## src/rtl/img_filter_pkg.sv

```systemverilog
// Shared encodings for the image-filter frame controller: FSM states,
// filter modes, sticky error bit positions and small counter helpers.
package img_filter_pkg;

  typedef enum logic [1:0] {
    ST_IDLE   = 2'd0,
    ST_ACTIVE = 2'd1,
    ST_FLUSH  = 2'd2
  } state_e;

  localparam logic [1:0] MODE_BYPASS = 2'd0;
  localparam logic [1:0] MODE_MEDIAN = 2'd1;
  localparam logic [1:0] MODE_RSVD   = 2'd2;
  localparam logic [1:0] MODE_FREEZE = 2'd3;

  localparam int ERR_LINE_LEN    = 0;
  localparam int ERR_LINE_CNT    = 1;
  localparam int ERR_VSYNC_FLUSH = 2;

  // The reserved encoding is kept in the pending register but runs as bypass.
  function automatic logic [1:0] applied_mode(input logic [1:0] m);
    return (m == MODE_RSVD) ? MODE_BYPASS : m;
  endfunction

  function automatic logic [10:0] sat_inc11(input logic [10:0] v);
    return (v == 11'h7FF) ? v : v + 11'd1;
  endfunction

endpackage

```

## src/rtl/img_sync_edge_det.sv

```systemverilog
// Rise/fall detector against a one-cycle-delayed registered copy of the input.
module img_sync_edge_det (
  input  logic clk,
  input  logic rst_n,
  input  logic sig_i,
  output logic rise_o,
  output logic fall_o
);

  logic sig_q;

  always_ff @(posedge clk or negedge rst_n) begin
    if (!rst_n) sig_q <= 1'b0;
    else        sig_q <= sig_i;
  end

  assign rise_o = sig_i & ~sig_q;
  assign fall_o = ~sig_i & sig_q;

endmodule

```

## src/rtl/img_filter_frame_ctrl.sv

```systemverilog
// Frame sequencer for the image filter: tracks vsync/href framing, applies the
// configured mode per frame, drains the filter pipeline and flags framing errors.
//
// state     | meaning
// ST_IDLE   | waiting for vsync rise, datapath off
// ST_ACTIVE | frame in progress, counting pixels and lines
// ST_FLUSH  | frame ended, draining the filter pipeline
module img_filter_frame_ctrl
  import img_filter_pkg::*;
#(
  parameter logic [10:0] IMG_HDISP    = 11'd640,
  parameter logic [10:0] IMG_VDISP    = 11'd480,
  parameter int unsigned FLUSH_CYCLES = 4
) (
  input  logic        clk,
  input  logic        rst_n,
  input  logic        per_frame_vsync,
  input  logic        per_frame_href,
  input  logic        cfg_wr,
  input  logic [1:0]  cfg_mode,
  input  logic        err_clr,
  output logic [1:0]  mode_sel,
  output logic        filter_en,
  output logic        busy,
  output logic        frame_done,
  output logic [2:0]  err_status,
  output logic [15:0] frame_cnt
);

  localparam logic [3:0] FLUSH_LOAD = 4'(FLUSH_CYCLES - 1);

  logic vs_rise, vs_fall, hr_rise, hr_fall;

  state_e      state_q, state_d;
  logic [3:0]  flush_cnt_q, flush_cnt_d;
  logic [10:0] pix_cnt_q, pix_cnt_d;
  logic [10:0] line_cnt_q, line_cnt_d;
  logic [1:0]  pend_mode_q, pend_mode_d;
  logic [1:0]  mode_q, mode_d;
  logic [2:0]  err_q, err_d;
  logic [15:0] frame_cnt_q, frame_cnt_d;

  logic        frame_start;
  logic [10:0] line_inc;
  logic [10:0] line_final;

  img_sync_edge_det u_vsync_edge (
    .clk    (clk),
    .rst_n  (rst_n),
    .sig_i  (per_frame_vsync),
    .rise_o (vs_rise),
    .fall_o (vs_fall)
  );

  img_sync_edge_det u_href_edge (
    .clk    (clk),
    .rst_n  (rst_n),
    .sig_i  (per_frame_href),
    .rise_o (hr_rise),
    .fall_o (hr_fall)
  );

  always_ff @(posedge clk or negedge rst_n) begin
    if (!rst_n) state_q <= ST_IDLE;
    else        state_q <= state_d;
  end

  always_comb begin
    state_d = state_q;
    unique case (state_q)
      ST_IDLE:   if (vs_rise) state_d = ST_ACTIVE;
      ST_ACTIVE: if (vs_fall) state_d = ST_FLUSH;
      ST_FLUSH: begin
        if (vs_rise)                   state_d = ST_ACTIVE;
        else if (flush_cnt_q == 4'd0)  state_d = ST_IDLE;
      end
      default:   state_d = ST_IDLE;
    endcase
  end

  // A vsync rise on the last drain cycle still aborts, so no frame_done then.
  always_comb begin
    busy        = (state_q != ST_IDLE);
    frame_done  = (state_q == ST_FLUSH) && (flush_cnt_q == 4'd0) && !vs_rise;
    frame_start = vs_rise && (state_q != ST_ACTIVE);
  end

  assign line_inc   = sat_inc11(line_cnt_q);
  // A line ending together with the frame is counted before the check.
  assign line_final = hr_fall ? line_inc : line_cnt_q;

  always_comb begin
    pend_mode_d = cfg_wr ? cfg_mode : pend_mode_q;
    mode_d      = frame_start ? applied_mode(cfg_wr ? cfg_mode : pend_mode_q) : mode_q;
    pix_cnt_d   = pix_cnt_q;
    line_cnt_d  = line_cnt_q;
    flush_cnt_d = flush_cnt_q;
    frame_cnt_d = frame_cnt_q;
    err_d       = err_clr ? 3'b000 : err_q;

    if (state_q == ST_ACTIVE) begin
      if (hr_rise)             pix_cnt_d = 11'd1;
      else if (per_frame_href) pix_cnt_d = sat_inc11(pix_cnt_q);

      if (hr_fall) begin
        if (pix_cnt_q != IMG_HDISP) err_d[ERR_LINE_LEN] = 1'b1;
        line_cnt_d = line_inc;
      end

      if (vs_fall) begin
        if (line_final != IMG_VDISP) err_d[ERR_LINE_CNT] = 1'b1;
        line_cnt_d  = 11'd0;
        pix_cnt_d   = 11'd0;
        flush_cnt_d = FLUSH_LOAD;
      end
    end

    if (state_q == ST_FLUSH) begin
      if (vs_rise)                  err_d[ERR_VSYNC_FLUSH] = 1'b1;
      else if (flush_cnt_q != 4'd0) flush_cnt_d = flush_cnt_q - 4'd1;
      if (frame_done)               frame_cnt_d = frame_cnt_q + 16'd1;
    end
  end

  always_ff @(posedge clk or negedge rst_n) begin
    if (!rst_n) begin
      flush_cnt_q <= 4'd0;
      pix_cnt_q   <= 11'd0;
      line_cnt_q  <= 11'd0;
      pend_mode_q <= MODE_BYPASS;
      mode_q      <= MODE_BYPASS;
      err_q       <= 3'b000;
      frame_cnt_q <= 16'd0;
    end else begin
      flush_cnt_q <= flush_cnt_d;
      pix_cnt_q   <= pix_cnt_d;
      line_cnt_q  <= line_cnt_d;
      pend_mode_q <= pend_mode_d;
      mode_q      <= mode_d;
      err_q       <= err_d;
      frame_cnt_q <= frame_cnt_d;
    end
  end

  assign mode_sel   = mode_q;
  assign filter_en  = busy && (mode_q == MODE_MEDIAN);
  assign err_status = err_q;
  assign frame_cnt  = frame_cnt_q;

endmodule

```

## config.mk

```make
export PLATFORM = sky130hd
export DESIGN_NAME = img_filter_frame_ctrl
export DESIGN_NICKNAME = d
export VERILOG_FILES = /design/src/rtl/img_filter_pkg.sv /design/src/rtl/img_sync_edge_det.sv /design/src/rtl/img_filter_frame_ctrl.sv
export SDC_FILE = /design/constraint.sdc
export NUM_CORES = 1
export LEC_CHECK = 0
export ABC_AREA = 1
export CAP_MARGIN = 10
export CORE_ASPECT_RATIO = 1.25
export CORE_UTILIZATION = 40
export CTS_BUF_LIST = sky130_fd_sc_hd__clkbuf_8
export CTS_CLUSTER_DIAMETER = 200
export DETAILED_ROUTE_END_ITERATION = 8
export DONT_BUFFER_PORTS = 1
export PLACE_DENSITY = 0.56
export SYNTH_ARGS = -nofsm -noshare
export SYNTH_HDL_FRONTEND = slang
export SYNTH_SLANG_ARGS = --single-unit
```

## constraint.sdc

```tcl
create_clock -name clk -period 1.45 [get_ports clk]
set_input_delay 0.29 -clock clk [delete_from_list [all_inputs] [get_ports clk]]
set_output_delay 0.29 -clock clk [all_outputs]
set_load 0.005 [all_outputs]
```

==> results of run 1 <==
-- placed cells by master, fill, tap and decap left out, drive strengths merged --
cell          n
dlygate4sd3   2
o21ai        22
ha            5
o22ai         6
xor2         14
nor3         13
inv          59
nand3b        1
nand2        94
o31ai         1
nand3        33
a21oi         7
nand4        11
xnor2         7
o211ai        1
nor4          1
a32o          1
nor2         37
dfrtp        53
clkinv        1
buf          83
bufinv        1
clkbuf        5
nor3b         1
-- kinds of logic after synthesis --
group                      share of synthesized area [%]
AOI/OAI and AO/OA                                  8.012
buffers and inverters                              7.887
DFF                                                44.00
xor gates and xnor gates                           6.102
adders and majority gates                          2.076
and+or+nand+nor                                    31.92
-- flip-flops by register name (all words and copies together), names as in the netlist, 2 cells and up --
register / cells
line_cnt_q: 11
pix_cnt_q: 11
err_status: 3
pend_mode_q: 2
flush_cnt_q: 4
mode_sel: 2
frame_cnt: 16
state_q: 2
-- cells in the mapped netlist (2+ instances only) --
master	number
xor2_1	14
inv_2	5
ha_1	5
nor3_1	11
o21ai_2	8
nand2_2	5
o21ai_1	3
o21ai_0	11
a21oi_1	6
inv_1	53
nand4_1	9
o22ai_1	6
nor2_1	27
nand2_1	87
nand3_1	31
nand4_4	2
nor2_4	9
xnor2_1	7
dfrtp_1	53
-- through the flow --
stage | utilization [%] | setup WS, ns
global route | 60.02 | -0.3203
finish | 60.02 | -0.2262
CTS | 55.00 | -0.1687
detailed placement | 48.95 | -0.1550
floorplan | - | -0.06194
global placement | 48.95 | -0.1408
-- worst paths after layout --
kind	startpoint	endpoint	slack, ns	cells after the start
setup reg to reg	pix_cnt_q[1]	pix_cnt_q[4]	-0.23	12
hold reg to reg	pend_mode_q[1]	pend_mode_q[1]	0.48	2
min in group clk	cfg_wr	pend_mode_q[1]	0.11	2
setup / recovery	pix_cnt_q[1]	pix_cnt_q[4]	-0.23	12
max in group asynchronous	rst_n	pix_cnt_q[0]	1.66	0
hold / removal	rst_n	line_cnt_q[2]	-0.35	0
-- layer usage --
layer	wire, µm	track usage, %	vias to the layer above
met1	3220	24.09	1326
met5	0	0	-
met4	187	8.112	0
met2	4209	36.42	48
li1	-	-	1360
met3	248	4.722	15
-- final cells by class --
class	instances	area [µm²]	share of cell area, %
Tap cell	92	115.1	2.623
Clock inverter	3	42.54	0.9692
Timing Repair Buffer	85	750.7	17.10
Inverter	58	230.2	5.245
Clock buffer	5	68.82	1.568
Sequential cell	53	1328	30.25
Multi-Input combinational cell	255	1854	42.25
-- power groups by stage --
stage / clock network [µW] / logic (µW) / registers, µW
after CTS: 1060 / 2360 / 2050
final: 1040 / 2810 / 2080
after global placement: 0 / 2010 / 2060
after floorplan: 0 / 1090 / 2080
after detailed placement: 0 / 2030 / 2070
after global routing: 1130 / 3080 / 2120
-- repair_timing --
item	in CTS	in global routing
pin swaps	19	36
buffers inserted	15	12
resized for setup	46	83
setup endpoints to repair	27	43
gates cloned	2	0
hold endpoints to repair	55	53
==> results.toml, run 1 <==
[worst_setup_path]
critPathMostFrequentCell = "nand2_2"
crit_path_max_incr_delay_ns = 0.39
critPathSlowestCell = "dfrtp_1"
crit_family = "simple AND/OR/NAND/NOR gates"
cp.arrival_ns = 1.88
end_kind = "flop"
path_cells = "ha_2 > nand2_2 > inv_2 > nand2_2 > nor2_4 > nand3_2 > a21oi_4 > nor2_4 > buf_6 > inv_6 > nand2_2 > o21ai_2"
path_class = "reg2reg"
critPathMaxFanout = 5
crit_required_ns = 1.66
critPathLaunchType = "flop"
worstPathBufferInverterCount = 3

[clock_tree]
numCtsBuffers = 5
clock_sinks = 53
clockBufferDepth = 2
root_buffer = "clkbuf_8"
worst_skew_pair.late_latency_ns = 0.32
ctsHtreeMaxLevel = 2
clk_pin_slew_worst_paths_ns = 0.10
holdBufCountCts = 2
cts_tree = "yes"

[global_routing]
grt_pass1_vias = 2814
grtUsageTotal_pct = 20.76
grt_pass1_wl_um = 12610
grt_max_degree = 54
antenna_found_initial = 0
grt-ovfl-total = 0

[power]
power_per_cell_area_mw_per_mm2 = 1352
power.clock.fraction_pct = 17.5
p_seq_share_pct = 35.1
combPwrFrac_pct = 47.4
vdd_drop_max_uv = 575.1
switching_share_pct = 37.80
p_leak_uw = 0.002061
power.internal_uw = 3690
power.total_uw = 5932
p_switching_uw = 2242

[routing]
dr.pass1.iters = 6
post_drt_via_cell_ratio = 4.989
routed_wirelength_um = 7865
wl_per_cell_um = 14.27
ant_nets = 0
drt_iter0_drc = 119
drc_errors = 0
vias = 2749

[floorplan]
fp.dieH_um = 99.06
start_util_pct = 41.21
dieArea_mm2 = 0.007889
io_pins = 32
num_rows = 35
die_w_um = 79.64
core_mm2 = 0.007313

[placement]
place_hpwl_um = 5153
dp_cells = 516
portBuffers = 0
gp_congestion = 0.8964
dpl-instance-area_mm2 = 0.003580

[timing]
hold_viol = 53
setup_slack_ns = -0.2262
finalSetupTns_ns = -3.310
fin_hold_ws_ns = -0.3462
fin_skew_ns = 0.01040
rsz0062_at_grt = "yes"
drv_slew = 0
min_period_ns = 1.676
tightestPinTransition_ns = 0.3879
fmax_mhz = 596.6
slew_headroom_pct = 73.94
finalSetupViolCount = 27
min_period_over_period_pct = 115.6

[final_layout]
synthToLayoutAreaGrowth_pct = 45.62
instances_no_fill = 551
final_nets = 471
fillers = 628
design_area_mm2 = 0.004389
drive_above_1_share_pct = 45.32
diodes = 0

[worst_hold_path]
hold_class = "in2async"

[yosys]
ys.flop_type = "dfrtp_1"
synthCells = 368
synthTopCellsByArea = "dfrtp_1 (44%), nand2_1 (11%), inv_1 (6.6%)"
synthesis.nets = 381
yosys_warnings = 0
post_synth.cell_area_avg_um2 = 8.191
synth_top_area_share_pct = 44.00
synth-edff-count = 0
synth.distinct_cells = 35
ys_seq_area_share_pct = 44.00
synth_largest_area_cell = "dfrtp_1"
ys_seq_elements = 53
syn_area_mm2 = 0.003014
synthArstFlopShare_pct = 100.0

[status]
violations = "negative hold slack, negative setup slack"
status = "finished, violations left"

[flow_run]
cap_violations = 0
(Power assumes the default switching activity.)
==> inputs of run 2 (changes only) <==
Settings changed: MAX_ROUTING_LAYER from default to met4, REMOVE_ABC_BUFFERS from default to 1.
==> run 2 against run 1 <==
Compared with the run above:
- the run still ends with negative hold slack, negative setup slack left
- clock skew up 0.00087 ns
- die area unchanged
- clock-buffer cell count unchanged
- global-route usage down 0.46 points
- hold slack better by 0.0053 ns
- via count down 2.1%
- non-clock buffer count down 13
- fmax up 4.9%
- highest routed layer unchanged
==> results.toml, run 2 (synthesized netlist as in run 1, its figures left out) <==
[timing]
fmax_mhz = 625.6
slew_headroom_pct = 73.08
min_period_ns = 1.599
hold_viol = 53
rsz0062_at_grt = "yes"
setup_slack_ns = -0.1486
tightestPinTransition_ns = 0.4029
fin_hold_ws_ns = -0.3409
min_period_over_period_pct = 110.2
finalSetupViolCount = 24
drv_slew = 0
fin_skew_ns = 0.01127

[clock_tree]
numCtsBuffers = 5
cts_tree = "yes"
ctsHtreeMaxLevel = 2
root_buffer = "clkbuf_8"
clockBufferDepth = 2
holdBufCountCts = 2
clock_sinks = 53
worst_skew_pair.late_latency_ns = 0.31
clk_pin_slew_worst_paths_ns = 0.10

[power]
power.clock.fraction_pct = 16.6
combPwrFrac_pct = 43.8
vdd_drop_max_uv = 638.7
power_per_cell_area_mw_per_mm2 = 1298
p_seq_share_pct = 39.5
switching_share_pct = 38.67
p_switching_uw = 2016
power.internal_uw = 3197
p_leak_uw = 0.001898

[worst_setup_path]
critPathLaunchType = "flop"
critPathSlowestCell = "dfrtp_1"
crit_path_max_incr_delay_ns = 0.38
ff2ff_setup_slack_ns = -0.15
crit_required_ns = 1.65
startpoint = "pix_cnt_q[0]"
end_kind = "flop"
path_cells = "ha_2 > nand2_2 > inv_2 > nand2_4 > nor2_4 > nand3_2 > a21oi_4 > nor2_4 > buf_6 > nand2_2 > o21ai_2"
critPathMaxFanout = 7
cp.arrival_ns = 1.80
r2r-start = "pix_cnt_q[0]"
path_class = "reg2reg"

[final_layout]
multiInputGateArea_mm2 = 0.001670
final_nets = 459
final_cell_mix = "nand2_1 (73), buf_4 (58), dfrtp_1 (53), inv_1 (45), nand3_1 (24)"
final_common_cell = "nand2_1"
instances_no_fill = 539
synthToLayoutAreaGrowth_pct = 33.29
largest_register_ffs = 16
drive_above_1_share_pct = 36.24
ff_latch_area_mm2 = 0.001326
fillers = 671
diodes = 0

[floorplan]
dieArea_mm2 = 0.007889
io_pins = 32
start_util_pct = 41.21
die_w_um = 79.64
core_mm2 = 0.007313
num_rows = 35
fp.dieH_um = 99.06

[placement]
place_hpwl_um = 5018
dp_worst_setup_slack_ns = -0.1774
portBuffers = 0
dp_cells = 515
gp_congestion = 0.8441

[routing]
post_drt_via_cell_ratio = 4.991
routed_wirelength_um = 7372
drc_errors = 0
dr.pass1.iters = 4
ant_nets = 0
wl_per_cell_um = 13.68
drt_iter0_drc = 56
vias = 2690

[global_routing]
grt-ovfl-total = 0
grt_max_degree = 54
grt_pass1_wl_um = 12210
grtUsageTotal_pct = 20.31
antenna_found_initial = 0
grt_pass1_vias = 2696

[worst_hold_path]
hold_class = "in2async"

[status]
status = "finished, violations left"
violations = "negative hold slack, negative setup slack"

[flow_run]
cap_violations = 0
## run 2: worst paths after layout
path / endpoint / cells after the start
hold reg to reg: pend_mode_q[1] / 2
setup reg to reg: pix_cnt_q[5] / 11
setup / recovery: pix_cnt_q[5] / 11
hold / removal: line_cnt_q[3] / 0
min in group clk: pend_mode_q[1] / 2
max in group asynchronous: frame_cnt[2] / 0
## run 2: critical path: cells and delay by family (launching register included)
family / cells / cell delay (ns)
compound gates: 2 / 0.23
buf+inv: 2 / 0.22
simple gates: 6 / 0.45
fa+ha+maj: 1 / 0.21
flops: 1 / 0.38
## run 2: through the flow
step                      total power, µW  area, µm²  setup TNS [ns]  hold WS [ns]  utilization (%)
after floorplan                      3134       2994          -2.292     -0.005591                -
after global placement               3905       3545          -2.126     -0.003023            48.47
after detailed placement             3945       3545          -2.720     -0.003366            48.47
after CTS                            5053       3857          -2.010       -0.3536            52.75
after global routing                 5588       4018          -5.467       -0.3634            54.94
final                                5213       4018          -2.015       -0.3409            54.94
## run 2: timing repair
action                     CTS  global route
resized for setup           38            36
gates cloned                 2             0
setup endpoints to repair   32            41
buffers inserted             9             6
hold endpoints to repair    55            53
pin swaps                   20            23
## run 2: final cells by class
type / count / area share [%]
multi-input cells: 256 / 41.58
flip-flops and latches: 53 / 33.01
repair buffers: 72 / 14.70
inverters: 58 / 5.606
well taps: 92 / 2.865
clock buffers: 5 / 1.713
clock inverters: 3 / 0.5294
## run 2: layer usage
metal  vias up  track usage, %  wire (µm)
met5         -               -          0
met2        49           35.24       3966
met4         0           6.014        129
met1      1289           23.44       3048
li1       1338               -          -
met3        14           3.796        228
## run 2: power groups by stage
stage	logic [µW]	clock network, µW	registers, µW
after floorplan	1060	0	2080
after global placement	1850	0	2060
after detailed placement	1870	0	2070
after CTS	2090	908	2050
after global routing	2520	966	2100
final	2290	867	2060
==> inputs of run 3 (changes only) <==
Clock period 1.45 ns to 1.41 ns, I/O delays scaled along.
==> run 3 against run 2 <==
Compared with the run above:
- first-iteration DRC count grew 27%
- hold slack worse by 0.0047 ns
- combinational power is 18% higher
- the run still ends with negative hold slack, negative setup slack left
==> results.toml, run 3 (synthesized netlist as in run 1, its figures left out) <==
[floorplan]
num_rows = 35
io_pins = 32
start_util_pct = 41.21
die_w_um = 79.64
fp.dieH_um = 99.06
core_mm2 = 0.007313
dieArea_mm2 = 0.007889

[clock_tree]
numCtsBuffers = 5
ctsHtreeMaxLevel = 2
cts_tree = "yes"
clk_pin_slew_worst_paths_ns = 0.10
clockBufferDepth = 2
clock_sinks = 53
worst_skew_pair.late_latency_ns = 0.31
holdBufCountCts = 2
root_buffer = "clkbuf_8"

[timing]
fin_hold_ws_ns = -0.3455
drv_slew = 0
rsz0062_at_grt = "yes"
min_period_over_period_pct = 116.3
setup_slack_ns = -0.2297
fmax_mhz = 609.9
fin_skew_ns = 0.004549
tightestPinTransition_ns = 0.2367
finalSetupTns_ns = -3.353
hold_viol = 53
finalSetupViolCount = 29
slew_headroom_pct = 84.17
min_period_ns = 1.640

[worst_setup_path]
cp.arrival_ns = 1.84
end_kind = "flop"
critPathLaunchType = "flop"
critPathMaxFanout = 5
crit_required_ns = 1.61
path_class = "reg2reg"

[worst_hold_path]
hold_class = "in2async"

[global_routing]
grt_pass1_wl_um = 12540
antenna_found_initial = 0
grt_pass1_vias = 2768
grt_max_degree = 54
grt-ovfl-total = 0
grtUsageTotal_pct = 21.02

[final_layout]
final_common_cell = "nand2_1"
synthToLayoutAreaGrowth_pct = 38.98
multiInputGateArea_mm2 = 0.001690
largest_register_ffs = 16
design_area_mm2 = 0.004189
ff_latch_area_mm2 = 0.001328
diodes = 0
final_nets = 470
postLayoutCoreUtil_pct = 57.28
final_cell_mix = "nand2_1 (70), buf_4 (68), dfrtp_1 (52), inv_1 (45), nand3_1 (24)"
fillers = 642
drive_above_1_share_pct = 40.17

[routing]
routed_wirelength_um = 7567
wl_per_cell_um = 13.76
vias = 2700
drt_iter0_drc = 71
drc_errors = 0
dr.pass1.iters = 4
post_drt_via_cell_ratio = 4.909
ant_nets = 0

[placement]
dpl-instance-area_mm2 = 0.003607
portBuffers = 0
place_hpwl_um = 5216
gp_congestion = 0.8268
dp_worst_setup_slack_ns = -0.2239

[status]
violations = "negative hold slack, negative setup slack"
status = "finished, violations left"

[power]
p_seq_share_pct = 35.9
switching_share_pct = 36.52
vdd_drop_max_uv = 615.5
power.internal_uw = 3717
p_switching_uw = 2138
p_leak_uw = 0.001998
combPwrFrac_pct = 46.2
power_per_cell_area_mw_per_mm2 = 1398
power.clock.fraction_pct = 18.0

[flow_run]
cap_violations = 0
[run 3: repair_timing]
action / 4_1_cts / 5_1_grt
hold endpoints to repair: 55 / 53
pin swaps: 22 / 23
setup buffers: 17 / 8
endpoints found under the setup margin: 37 / 42
gates resized for setup: 45 / 45
cloned: 0 / 0
[run 3: cell type report]
cell class                 instances  share of cell area, %
sequential                        53                  31.69
tap                               92                  2.748
clock inverter                     3                  1.016
clock buffer                       5                  1.643
timing repair buffer              85                  17.11
inverter                          58                  5.436
multi-input combinational        254                  40.35
[run 3: power groups by stage]
stage / clock, µW / sequential [µW] / combinational (µW)
6_report: 1050 / 2100 / 2700
5_1_grt: 1150 / 2150 / 2960
4_1_cts: 1080 / 2090 / 2430
3_5_place_dp: 0 / 2120 / 2060
3_3_place_gp: 0 / 2110 / 2030
2_1_floorplan: 0 / 2140 / 1090
[run 3: worst paths after layout]
kind	from	cells after the start	endpoint	slack, ns
worst min-delay path	rst_n	0	line_cnt_q[6]	-0.35
max in group asynchronous	rst_n	0	state_q[1]	1.63
worst max register to register	pix_cnt_q[0]	12	pix_cnt_q[2]	-0.23
worst max-delay path	pix_cnt_q[0]	12	pix_cnt_q[2]	-0.23
min in group clk	cfg_wr	2	pend_mode_q[1]	0.11
worst min register to register	pend_mode_q[1]	2	pend_mode_q[1]	0.49
[run 3: routing by layer]
metal / track usage, % / wire, µm / vias to the layer above / part of all wire [%]
li1: - / - / 1361 / -
met1: 24.31 / 3119 / 1272 / 41
met2: 36.49 / 4080 / 51 / 54
met3: 3.519 / 227 / 16 / 3.0
met4: 6.713 / 140 / 0 / 1.9
met5: - / 0 / - / 0
[run 3: metrics by stage]
stage | instances | total power [µW]
CTS | 545 | 5600
global placement | 520 | 4137
global route | 550 | 6263
detailed placement | 520 | 4177
finish | 550 | 5855
floorplan | 365 | 3223
[run 3: critical path, stage by stage, from the launching register on]
cell and delay (ns):
dfrtp_1 0.36, ha_2 0.20, nand2_2 0.07, inv_2 0.08, nand2_4 0.06, nor2_4 0.09
nand3_2 0.07, a21oi_2 0.17, nor2_4 0.07, buf_12 0.13, buf_12 0.12, nand3_2 0.05
o21ai_2 0.05
